===== config.mk =====
export PLATFORM = sky130hd
export DESIGN_NAME = eth_phy_rx_lock_monitor
export DESIGN_NICKNAME = d
export VERILOG_FILES = /design/src/rtl/eth_phy_rx_lock_monitor.sv
export SDC_FILE = /design/constraint.sdc
export NUM_CORES = 1
export LEC_CHECK = 0
export BUFFER_PORTS_ARGS = -buffer_cell sky130_fd_sc_hd__buf_2
export CAP_MARGIN = 5
export CORE_AREA = 4 4 83 85
export CTS_CLUSTER_SIZE = 40
export DETAILED_ROUTE_END_ITERATION = 12
export DIE_AREA = 0 0 87 89
export PLACE_DENSITY = 0.88
export SYNTH_ARGS = -nofsm -noshare
export SYNTH_HDL_FRONTEND = slang
export SYNTH_SLANG_ARGS = --single-unit

===== constraint.sdc =====
create_clock -name rx_clk -period 2.7 [get_ports rx_clk]
set_clock_uncertainty 0.05 [all_clocks]
set_input_delay 0.27 -clock rx_clk [delete_from_list [all_inputs] [get_ports rx_clk]]
set_output_delay 0.27 -clock rx_clk [all_outputs]
set_load 0.01 [all_outputs]

===== src/rtl/eth_phy_rx_lock_monitor.sv =====
// 10GBASE-R receive block-lock and BER monitor for the 64b/66b PCS.
// Drives bitslip and SerDes reset requests; reports lock, high BER, status and an error count.
module eth_phy_rx_lock_monitor #(
    parameter int HDR_WIDTH      = 2,
    parameter int LOCK_CNT       = 64,
    parameter int UNLOCK_WINDOW  = 64,
    parameter int UNLOCK_INVALID = 16,
    parameter int SLIP_WAIT      = 8,
    parameter int SLIP_LIMIT     = 66,
    parameter int BER_WINDOW     = 19531,
    parameter int BER_THRESH     = 16,
    parameter int ERR_CNT_WIDTH  = 7
) (
    input  logic                     rx_clk,
    input  logic                     rx_rst,
    input  logic [HDR_WIDTH-1:0]     serdes_rx_hdr,
    input  logic                     serdes_rx_hdr_valid,
    input  logic                     rx_error_count_clr,
    output logic                     serdes_rx_bitslip,
    output logic                     serdes_rx_reset_req,
    output logic                     rx_block_lock,
    output logic                     rx_high_ber,
    output logic                     rx_status,
    output logic [ERR_CNT_WIDTH-1:0] rx_error_count
);

    localparam int GOOD_W  = $clog2(LOCK_CNT + 1);
    localparam int WIN_W   = $clog2(UNLOCK_WINDOW + 1);
    localparam int BAD_W   = $clog2(UNLOCK_INVALID + 1);
    localparam int WAIT_W  = $clog2(SLIP_WAIT + 1);
    localparam int SLIPC_W = $clog2(SLIP_LIMIT + 1);
    localparam int TMR_W   = (BER_WINDOW > 1) ? $clog2(BER_WINDOW) : 1;
    localparam int BER_W   = $clog2(BER_THRESH + 1);

    localparam logic [GOOD_W-1:0]        LOCK_CNT_C   = GOOD_W'(LOCK_CNT);
    localparam logic [WIN_W-1:0]         UNLOCK_WIN_C = WIN_W'(UNLOCK_WINDOW);
    localparam logic [BAD_W-1:0]         UNLOCK_INV_C = BAD_W'(UNLOCK_INVALID);
    localparam logic [WAIT_W-1:0]        WAIT_LAST_C  = WAIT_W'(SLIP_WAIT - 1);
    localparam logic [SLIPC_W-1:0]       SLIP_LIMIT_C = SLIPC_W'(SLIP_LIMIT);
    localparam logic [TMR_W-1:0]         TMR_LAST_C   = TMR_W'(BER_WINDOW - 1);
    localparam logic [BER_W-1:0]         BER_THRESH_C = BER_W'(BER_THRESH);
    localparam logic [ERR_CNT_WIDTH-1:0] ERR_MAX_C    = '1;

    localparam logic [1:0] ST_HUNT   = 2'd0;
    localparam logic [1:0] ST_SLIP   = 2'd1;
    localparam logic [1:0] ST_LOCKED = 2'd2;

    logic [1:0]               state_q, state_d;
    logic [GOOD_W-1:0]        good_cnt_q, good_cnt_d;
    logic [WIN_W-1:0]         win_cnt_q, win_cnt_d;
    logic [BAD_W-1:0]         bad_cnt_q, bad_cnt_d;
    logic [WAIT_W-1:0]        wait_cnt_q, wait_cnt_d;
    logic [SLIPC_W-1:0]       slip_cnt_q, slip_cnt_d;
    logic [TMR_W-1:0]         ber_tmr_q, ber_tmr_d;
    logic [BER_W-1:0]         ber_cnt_q, ber_cnt_d;
    logic [ERR_CNT_WIDTH-1:0] err_cnt_q, err_cnt_d;
    logic                     bitslip_q, bitslip_d;
    logic                     reset_req_q, reset_req_d;
    logic                     block_lock_q, block_lock_d;
    logic                     high_ber_q, high_ber_d;
    logic                     status_q, status_d;

    logic                     hdr_good;
    logic                     hdr_bad;
    logic [GOOD_W-1:0]        good_next;
    logic [WIN_W-1:0]         win_next;
    logic [BAD_W-1:0]         bad_next;
    logic [SLIPC_W-1:0]       slip_next;
    logic                     tmr_wrap;
    logic [BER_W-1:0]         ber_sum;
    logic [ERR_CNT_WIDTH-1:0] err_base;

    // 01 and 10 are the only legal sync headers; unqualified cycles are neither good nor bad.
    assign hdr_good  = serdes_rx_hdr_valid &  (serdes_rx_hdr[1] ^ serdes_rx_hdr[0]);
    assign hdr_bad   = serdes_rx_hdr_valid & ~(serdes_rx_hdr[1] ^ serdes_rx_hdr[0]);
    assign good_next = good_cnt_q + 1'b1;
    assign win_next  = win_cnt_q + 1'b1;
    assign bad_next  = bad_cnt_q + BAD_W'(hdr_bad);
    assign slip_next = slip_cnt_q + 1'b1;

    always_comb begin
        state_d     = state_q;
        good_cnt_d  = good_cnt_q;
        win_cnt_d   = win_cnt_q;
        bad_cnt_d   = bad_cnt_q;
        wait_cnt_d  = wait_cnt_q;
        slip_cnt_d  = slip_cnt_q;
        bitslip_d   = 1'b0;
        reset_req_d = 1'b0;
        case (state_q)
            ST_HUNT: begin
                if (hdr_good) begin
                    if (good_next == LOCK_CNT_C) begin
                        state_d    = ST_LOCKED;
                        good_cnt_d = '0;
                        slip_cnt_d = '0;
                        win_cnt_d  = '0;
                        bad_cnt_d  = '0;
                    end else begin
                        good_cnt_d = good_next;
                    end
                end else if (hdr_bad) begin
                    state_d    = ST_SLIP;
                    good_cnt_d = '0;
                    wait_cnt_d = '0;
                    // Too many slips without lock: ask for a SerDes reset instead.
                    if (slip_next == SLIP_LIMIT_C) begin
                        reset_req_d = 1'b1;
                        slip_cnt_d  = '0;
                    end else begin
                        bitslip_d   = 1'b1;
                        slip_cnt_d  = slip_next;
                    end
                end
            end
            ST_SLIP: begin
                if (wait_cnt_q == WAIT_LAST_C) begin
                    state_d    = ST_HUNT;
                    wait_cnt_d = '0;
                end else begin
                    wait_cnt_d = wait_cnt_q + 1'b1;
                end
            end
            ST_LOCKED: begin
                if (serdes_rx_hdr_valid) begin
                    // Unlock takes priority over a window boundary on the same block.
                    if (bad_next == UNLOCK_INV_C) begin
                        state_d    = ST_SLIP;
                        bitslip_d  = 1'b1;
                        slip_cnt_d = SLIPC_W'(1);
                        wait_cnt_d = '0;
                        win_cnt_d  = '0;
                        bad_cnt_d  = '0;
                    end else if (win_next == UNLOCK_WIN_C) begin
                        win_cnt_d  = '0;
                        bad_cnt_d  = '0;
                    end else begin
                        win_cnt_d  = win_next;
                        bad_cnt_d  = bad_next;
                    end
                end
            end
            default: begin
                state_d = ST_HUNT;
            end
        endcase
    end

    // BER window: saturating count of bad headers seen while locked, judged at each timer wrap.
    always_comb begin
        tmr_wrap   = (ber_tmr_q == TMR_LAST_C);
        ber_tmr_d  = tmr_wrap ? '0 : ber_tmr_q + 1'b1;
        ber_sum    = ber_cnt_q;
        if (hdr_bad && block_lock_q && (ber_cnt_q != BER_THRESH_C)) begin
            ber_sum = ber_cnt_q + 1'b1;
        end
        high_ber_d = high_ber_q;
        ber_cnt_d  = ber_sum;
        if (ber_sum == BER_THRESH_C) begin
            high_ber_d = 1'b1;
        end
        if (tmr_wrap) begin
            ber_cnt_d = '0;
            if (ber_sum != BER_THRESH_C) begin
                high_ber_d = 1'b0;
            end
        end
    end

    always_comb begin
        err_base  = rx_error_count_clr ? '0 : err_cnt_q;
        err_cnt_d = err_base;
        if (hdr_bad && (err_base != ERR_MAX_C)) begin
            err_cnt_d = err_base + 1'b1;
        end
        block_lock_d = (state_d == ST_LOCKED);
        status_d     = block_lock_d & ~high_ber_d;
    end

    always_ff @(posedge rx_clk or posedge rx_rst) begin
        if (rx_rst) begin
            state_q      <= ST_HUNT;
            good_cnt_q   <= '0;
            win_cnt_q    <= '0;
            bad_cnt_q    <= '0;
            wait_cnt_q   <= '0;
            slip_cnt_q   <= '0;
            ber_tmr_q    <= '0;
            ber_cnt_q    <= '0;
            err_cnt_q    <= '0;
            bitslip_q    <= 1'b0;
            reset_req_q  <= 1'b0;
            block_lock_q <= 1'b0;
            high_ber_q   <= 1'b0;
            status_q     <= 1'b0;
        end else begin
            state_q      <= state_d;
            good_cnt_q   <= good_cnt_d;
            win_cnt_q    <= win_cnt_d;
            bad_cnt_q    <= bad_cnt_d;
            wait_cnt_q   <= wait_cnt_d;
            slip_cnt_q   <= slip_cnt_d;
            ber_tmr_q    <= ber_tmr_d;
            ber_cnt_q    <= ber_cnt_d;
            err_cnt_q    <= err_cnt_d;
            bitslip_q    <= bitslip_d;
            reset_req_q  <= reset_req_d;
            block_lock_q <= block_lock_d;
            high_ber_q   <= high_ber_d;
            status_q     <= status_d;
        end
    end

    assign serdes_rx_bitslip   = bitslip_q;
    assign serdes_rx_reset_req = reset_req_q;
    assign rx_block_lock       = block_lock_q;
    assign rx_high_ber         = high_ber_q;
    assign rx_status           = status_q;
    assign rx_error_count      = err_cnt_q;

endmodule


==> flow_metrics.env, run 1 <==
export IMPL_grt_pass1_wl_um=13100
export IMPL_tns_ns=0
export IMPL_grt_pass1_vias=2782
export IMPL_post_place_ws_ns=0.284
export IMPL_synth_cell_area_mm2=0.00362
export IMPL_post_cts_buffers=0
export IMPL_setup_worst_path_start="ber_tmr_q[0]"
export IMPL_wl_per_cell_um=15.6
export IMPL_syn_avg_cell_area_um2=9.67
export IMPL_drtIter0Drc=295
export IMPL_dr_pass1_iters=5
export IMPL_cts_root_buf="clkbuf_8"
export IMPL_gp_congestion=0.846
export IMPL_worstMarginPinSlew_ns=0.565
export IMPL_endpoint_kind="register"
export IMPL_cts_sinks=64
export IMPL_synth_edf_count=0
export IMPL_power_leakage_nw=1.78
export IMPL_ant_nets=0
export IMPL_fill_cells=456
export IMPL_routed_wl_um=7500
export IMPL_critPathArrivalTime_ns=2.39
export IMPL_finalHoldViolCount=0
export IMPL_nNetsFinal=418
export IMPL_setup_viol=0
export IMPL_yosys_warnings=0
export IMPL_num_antenna_cells=0
export IMPL_r2r_cells=7
export IMPL_worst_path_stages=7
export IMPL_synthesis_nets=393
export IMPL_die_y_um=89
export IMPL_cp_max_fo=11
export IMPL_cts_made_buffers=9
export IMPL_clkLatencyLatePin_ns=0.35
export IMPL_cts_tree="yes"
export IMPL_powerDensity_mw_per_mm2=625
export IMPL_syn_to_final_growth_pct=10.9
export IMPL_max_freq_mhz=461
export IMPL_r2r_end="rx_status"
export IMPL_crit_chain="inv_1, ha_1, or4b_1, nor4_4, buf_4, o2bb2ai_1, nor2b_1"
export IMPL_row_count=29
export IMPL_dieArea_mm2=0.00774
export IMPL_start_util=0.584
export IMPL_async_flop_share=1.00
export IMPL_final_seq_area_mm2=0.00160
export IMPL_fin_crit_ns=2.17
export IMPL_worstHoldStart="rx_error_count_clr"
export IMPL_rsz0062_at_grt="false"
export IMPL_postCtsHoldBufs=1
export IMPL_maxCapViolations=0
export IMPL_cp_top_family="simple AND/OR/NAND/NOR gates"
export IMPL_viasPerCell=6.09
export IMPL_crit_end="rx_status"
export IMPL_synth_cells=375
export IMPL_worstSetupStartpointType="register"
export IMPL_rr_startpoint="ber_tmr_q[0]"
export IMPL_reg2reg_slack_ns=0.53
export IMPL_yosysSeqAreaShare=0.442
export IMPL_multiInputGateArea_mm2=0.00191
export IMPL_slew_violations=0
export IMPL_htree_levels=3
export IMPL_layout_drive_gt1_share=0.126
export IMPL_remaining_drc_errors=0
export IMPL_core_mm2=0.00620
export IMPL_dr_total_vias=2936
export IMPL_hold_class="input port to register"
export IMPL_required_ns=2.92
export IMPL_placedInstanceArea_mm2=0.00379
export IMPL_dpl_hpwl_um=5310
export IMPL_cts_resized=0
export IMPL_clock_path_buffers=2
export IMPL_yosys_register_bits=64
export IMPL_synth_flop_cell="dfrtp_1"
export IMPL_clk_pin_slew_ns=0.07
export IMPL_fin_area_mm2=0.00402
export IMPL_cp_buffers_inverters=2
export IMPL_antenna_found_initial=0
export IMPL_grt_total_usage=0.216
export IMPL_outcome="finished clean"
export IMPL_cpMaxStageDelayCell="or4b_1"
export IMPL_ios=18
export IMPL_min_path_cells=2
export IMPL_die_w_um=87
export IMPL_vdd_drop_max_mv=0.411
export IMPL_setup_ws_ns=0.531
export IMPL_finalCritPeriodShare=0.803
export IMPL_slew_headroom=0.623
export IMPL_grt_ovfl_total=0
export IMPL_worst_path_largest_cell_delay_ns=0.50
export IMPL_grt_max_degree=42
export IMPL_synth_cell_type_count=58
export IMPL_port_buffers=17
export IMPL_critPathKind="register to register"
export IMPL_hold_slack_ns=0.110
worst min-delay path by stage:
stage	end	slack, ns
finish	rx_error_count[5]	0.11
CTS	rx_error_count[5]	0.11
global route	rx_error_count[3]	0.13
global placement	rx_error_count[1]	0.27
detailed placement	rx_error_count[1]	0.28
floorplan	rx_error_count[4]	0.29
synthesized netlist by cell type (9+ instances only):
cell type / n / share of area
a22o_1: 9 / 0.022
a31oi_1: 9 / 0.016
ha_1: 12 / 0.041
a21oi_1: 19 / 0.026
xnor2_1: 20 / 0.048
nand2b_1: 9 / 0.016
dfrtp_1: 64 / 0.44
nor3_1: 9 / 0.012
nor2_1: 36 / 0.037
inv_1: 12 / 0.012
nand2_1: 40 / 0.041
nand3_1: 19 / 0.026
o21ai_0: 16 / 0.022
xor2_1: 9 / 0.022
power breakdown:
part           switching (mW)  leakage [nW]  internal (mW)  total, mW
logic                   0.237         0.817          0.180      0.418
registers               0.120         0.855           1.05       1.17
clock network           0.383         0.106          0.543      0.927
routing by layer:
| layer | vias up | global-route usage | part of all wire |
|---|---|---|---|
| li1 | 1400 | - | - |
| met1 | 1416 | 0.280 | 0.45 |
| met2 | 108 | 0.344 | 0.48 |
| met3 | 12 | 0.0710 | 0.058 |
| met4 | 0 | 0.0708 | 0.013 |
| met5 | - | 0 | 0 |
state kept, by name, indices dropped and copies added (netlist names):
| register | count |
|---|---|
| serdes_rx_bitslip | 1 |
| ber_tmr_q | 15 |
| serdes_rx_reset_req | 1 |
| rx_block_lock | 1 |
| rx_error_count | 7 |
| win_cnt_q | 7 |
| bad_cnt_q | 5 |
| rx_status | 1 |
| rx_high_ber | 1 |
| good_cnt_q | 7 |
| slip_cnt_q | 7 |
| state_q | 2 |
| wait_cnt_q | 4 |
| ber_cnt_q | 5 |
stage by stage:
stage           util  power, mW  std cells
2_1_floorplan      -       1.48        375
3_3_place_gp   0.610       1.57        465
3_5_place_dp   0.610       1.60        465
4_1_cts        0.648       2.52        482
5_1_grt        0.648       2.65        482
6_report       0.648       2.51        482
layout by cell type (no fill, tap or decap), types with 4 or more instances in the layout:
master,Yosys,final
or3_1,4,4
xnor2_1,20,20
nor2_1,36,36
inv_1,12,11
and3_1,5,5
ha_1,12,12
nand2_1,40,40
nor3_1,9,9
nand3b_1,5,5
a21oi_1,19,19
buf_2,3,17
nand4_1,7,7
nor2b_1,5,5
or4b_1,4,4
clkbuf_8,0,10
a22o_1,9,9
nand3_1,19,19
mux2i_1,5,5
dfrtp_1,64,64
xor2_1,9,9
nand2b_1,9,9
a31oi_1,9,9
buf_4,2,6
o21ai_0,16,16
logic make-up after synthesis:
logic type / after synthesis / share of synthesized area
and+or+nand+nor: 156 / 0.223
AOI/OAI and AO/OA: 83 / 0.166
DFF: 64 / 0.442
xor gates and xnor gates: 30 / 0.0746
buffers and inverters: 22 / 0.0300
adders and majority gates: 12 / 0.0414
muxes: 8 / 0.0231
area by class of cell:
cell class	count	share of cell area
multi-input cells	289	0.476
flip-flops and latches	64	0.399
clock buffers	11	0.0352
repair buffers	24	0.0349
well taps	77	0.0240
clock inverters	5	0.0199
inverters	12	0.0112
(Power assumes the default switching activity.)
==> run 2: changes to the inputs <==
==> constraint.sdc (replaced) <==
create_clock -name rx_clk -period 2.1 [get_ports rx_clk]
set_clock_uncertainty 0.05 [all_clocks]
set_input_delay 0.21 -clock rx_clk [delete_from_list [all_inputs] [get_ports rx_clk]]
set_output_delay 0.21 -clock rx_clk [all_outputs]
set_load 0.01 [all_outputs]
==> run 2 against run 1 <==
Global-route usage rose by 0.52 points. Fmax rose by 9.6%. Sequential power rose by 27%. Highest routed layer unchanged. Die area did not move. Critical endpoint is now ber_tmr_q[10]. Combinational power rose by 43%. Critical path depth fell by 1. Clock-buffer cell count fell by 2. First-iteration DRC count fell by 40%.
==> flow_metrics.env, run 2 (same netlist as run 1, synthesis figures left out) <==
export IMPL_outcome="finished clean"
export IMPL_port_buffers=17
export IMPL_largest_register_ffs=15
export IMPL_fin_crit_ns=1.98
export IMPL_grt_ovfl_total=0
export IMPL_core_mm2=0.00620
export IMPL_maxCapViolations=0
export IMPL_start_util=0.584
export IMPL_die_y_um=89
export IMPL_viasPerCell=6.05
export IMPL_layout_common_cells="dfrtp_1, nand2_1, nor2_1"
export IMPL_routed_wl_um=7740
export IMPL_worstMarginPinSlew_ns=0.475
export IMPL_grt_pass1_vias=2897
export IMPL_row_count=29
export IMPL_max_freq_mhz=505
export IMPL_post_place_ws_ns=-0.228
export IMPL_cts_tree="yes"
export IMPL_layout_drive_gt1_share=0.164
export IMPL_htree_levels=3
export IMPL_ios=18
export IMPL_dr_total_vias=3009
export IMPL_die_w_um=87
export IMPL_clock_path_buffers=2
export IMPL_clkLatencyLatePin_ns=0.36
export IMPL_vdd_drop_max_mv=0.680
export IMPL_setup_viol=0
export IMPL_drtIter0Drc=177
export IMPL_post_route_util=0.676
export IMPL_powerDensity_mw_per_mm2=789
export IMPL_nNetsFinal=433
export IMPL_endpoint_kind="register"
export IMPL_slew_headroom=0.683
export IMPL_cp_max_fo=11
export IMPL_reg2reg_slack_ns=0.12
export IMPL_finalCritPeriodShare=0.943
export IMPL_clk_pin_slew_ns=0.08
export IMPL_wl_per_cell_um=15.6
export IMPL_critPathArrivalTime_ns=2.17
export IMPL_cts_root_buf="clkbuf_8"
export IMPL_ant_nets=0
export IMPL_antenna_found_initial=0
export IMPL_tns_ns=0
export IMPL_grt_max_degree=45
export IMPL_rsz0062_at_grt="false"
export IMPL_largest_register="ber_tmr_q"
export IMPL_dpl_hpwl_um=5430
export IMPL_syn_to_final_growth_pct=15.7
export IMPL_final_cells=497
export IMPL_setup_ws_ns=0.121
export IMPL_power_leakage_nw=1.86
export IMPL_required_ns=2.29
export IMPL_finalHoldViolCount=0
export IMPL_gp_congestion=0.862
export IMPL_hold_class="input port to register"
export IMPL_remaining_drc_errors=0
export IMPL_dieArea_mm2=0.00774
export IMPL_worstSetupStartpointType="register"
export IMPL_grt_total_usage=0.221
export IMPL_grt_pass1_wl_um=13400
export IMPL_cts_made_buffers=9
export IMPL_critPathKind="register to register"
export IMPL_num_antenna_cells=0
export IMPL_slew_violations=0
export IMPL_fill_cells=434
export IMPL_cts_sinks=64
export IMPL_final_common_cell="dfrtp_1"
export IMPL_place_inst=479
export IMPL_dr_pass1_iters=7
## run 2: layout make-up
type / instances / area [um^2] / share of cell area
multi-input cells: 289 / 1950 / 0.466
clock inverters: 7 / 105 / 0.0251
repair buffers: 39 / 269 / 0.0641
inverters: 12 / 45.0 / 0.0107
flip-flops and latches: 64 / 1600 / 0.382
clock buffers: 9 / 124 / 0.0295
well taps: 77 / 96.3 / 0.0230
## run 2: routing by layer
layer | vias to the layer above | global-route usage | share of wire
met4 | 0 | 0.0822 | 0.016
met1 | 1464 | 0.277 | 0.44
met2 | 102 | 0.364 | 0.49
li1 | 1433 | - | -
met5 | - | 0 | 0
met3 | 10 | 0.0654 | 0.055
## run 2: stage by stage
stage	total power, mW	cell area [um^2]	hold slack, ns
floorplan	1.91	3640	0.226
global placement	2.06	3920	0.199
detailed placement	2.10	3920	0.213
CTS	3.33	4160	0.0226
global route	3.48	4190	0.0320
finish	3.31	4190	0.0308
## run 2: final timing paths
kind | depth (start not counted) | start | endpoint
max | 6 | ber_tmr_q[0] | ber_tmr_q[10]
min | 2 | rx_error_count_clr | rx_error_count[3]
max reg2reg | 6 | ber_tmr_q[0] | ber_tmr_q[10]
min reg2reg | 1 | ber_tmr_q[0] | ber_tmr_q[0]
max in group asynchronous | 4 | rx_rst | state_q[1]
min in group asynchronous | 3 | rx_rst | rx_error_count[5]
## run 2: report_power, final
part	internal (mW)	switching [mW]
combinational	0.264	0.334
sequential	1.35	0.142
clock	0.682	0.541
## run 2: timing repair
| action | in CTS | in global routing |
|---|---|---|
| setup endpoints to repair | 0 | 22 |
| gates resized for setup | 0 | 4 |
| setup buffers | 0 | 1 |
| hold buffers | 1 | 0 |
| hold endpoints to repair | 20 | 0 |
## run 2: critical path, cell delays in order, from the launching register on
cell and delay, ns:
dfrtp_1 0.42, inv_1 0.07, ha_1 0.13, or4b_1 0.49
nor4_4 0.39, buf_4 0.25, nor2_1 0.06
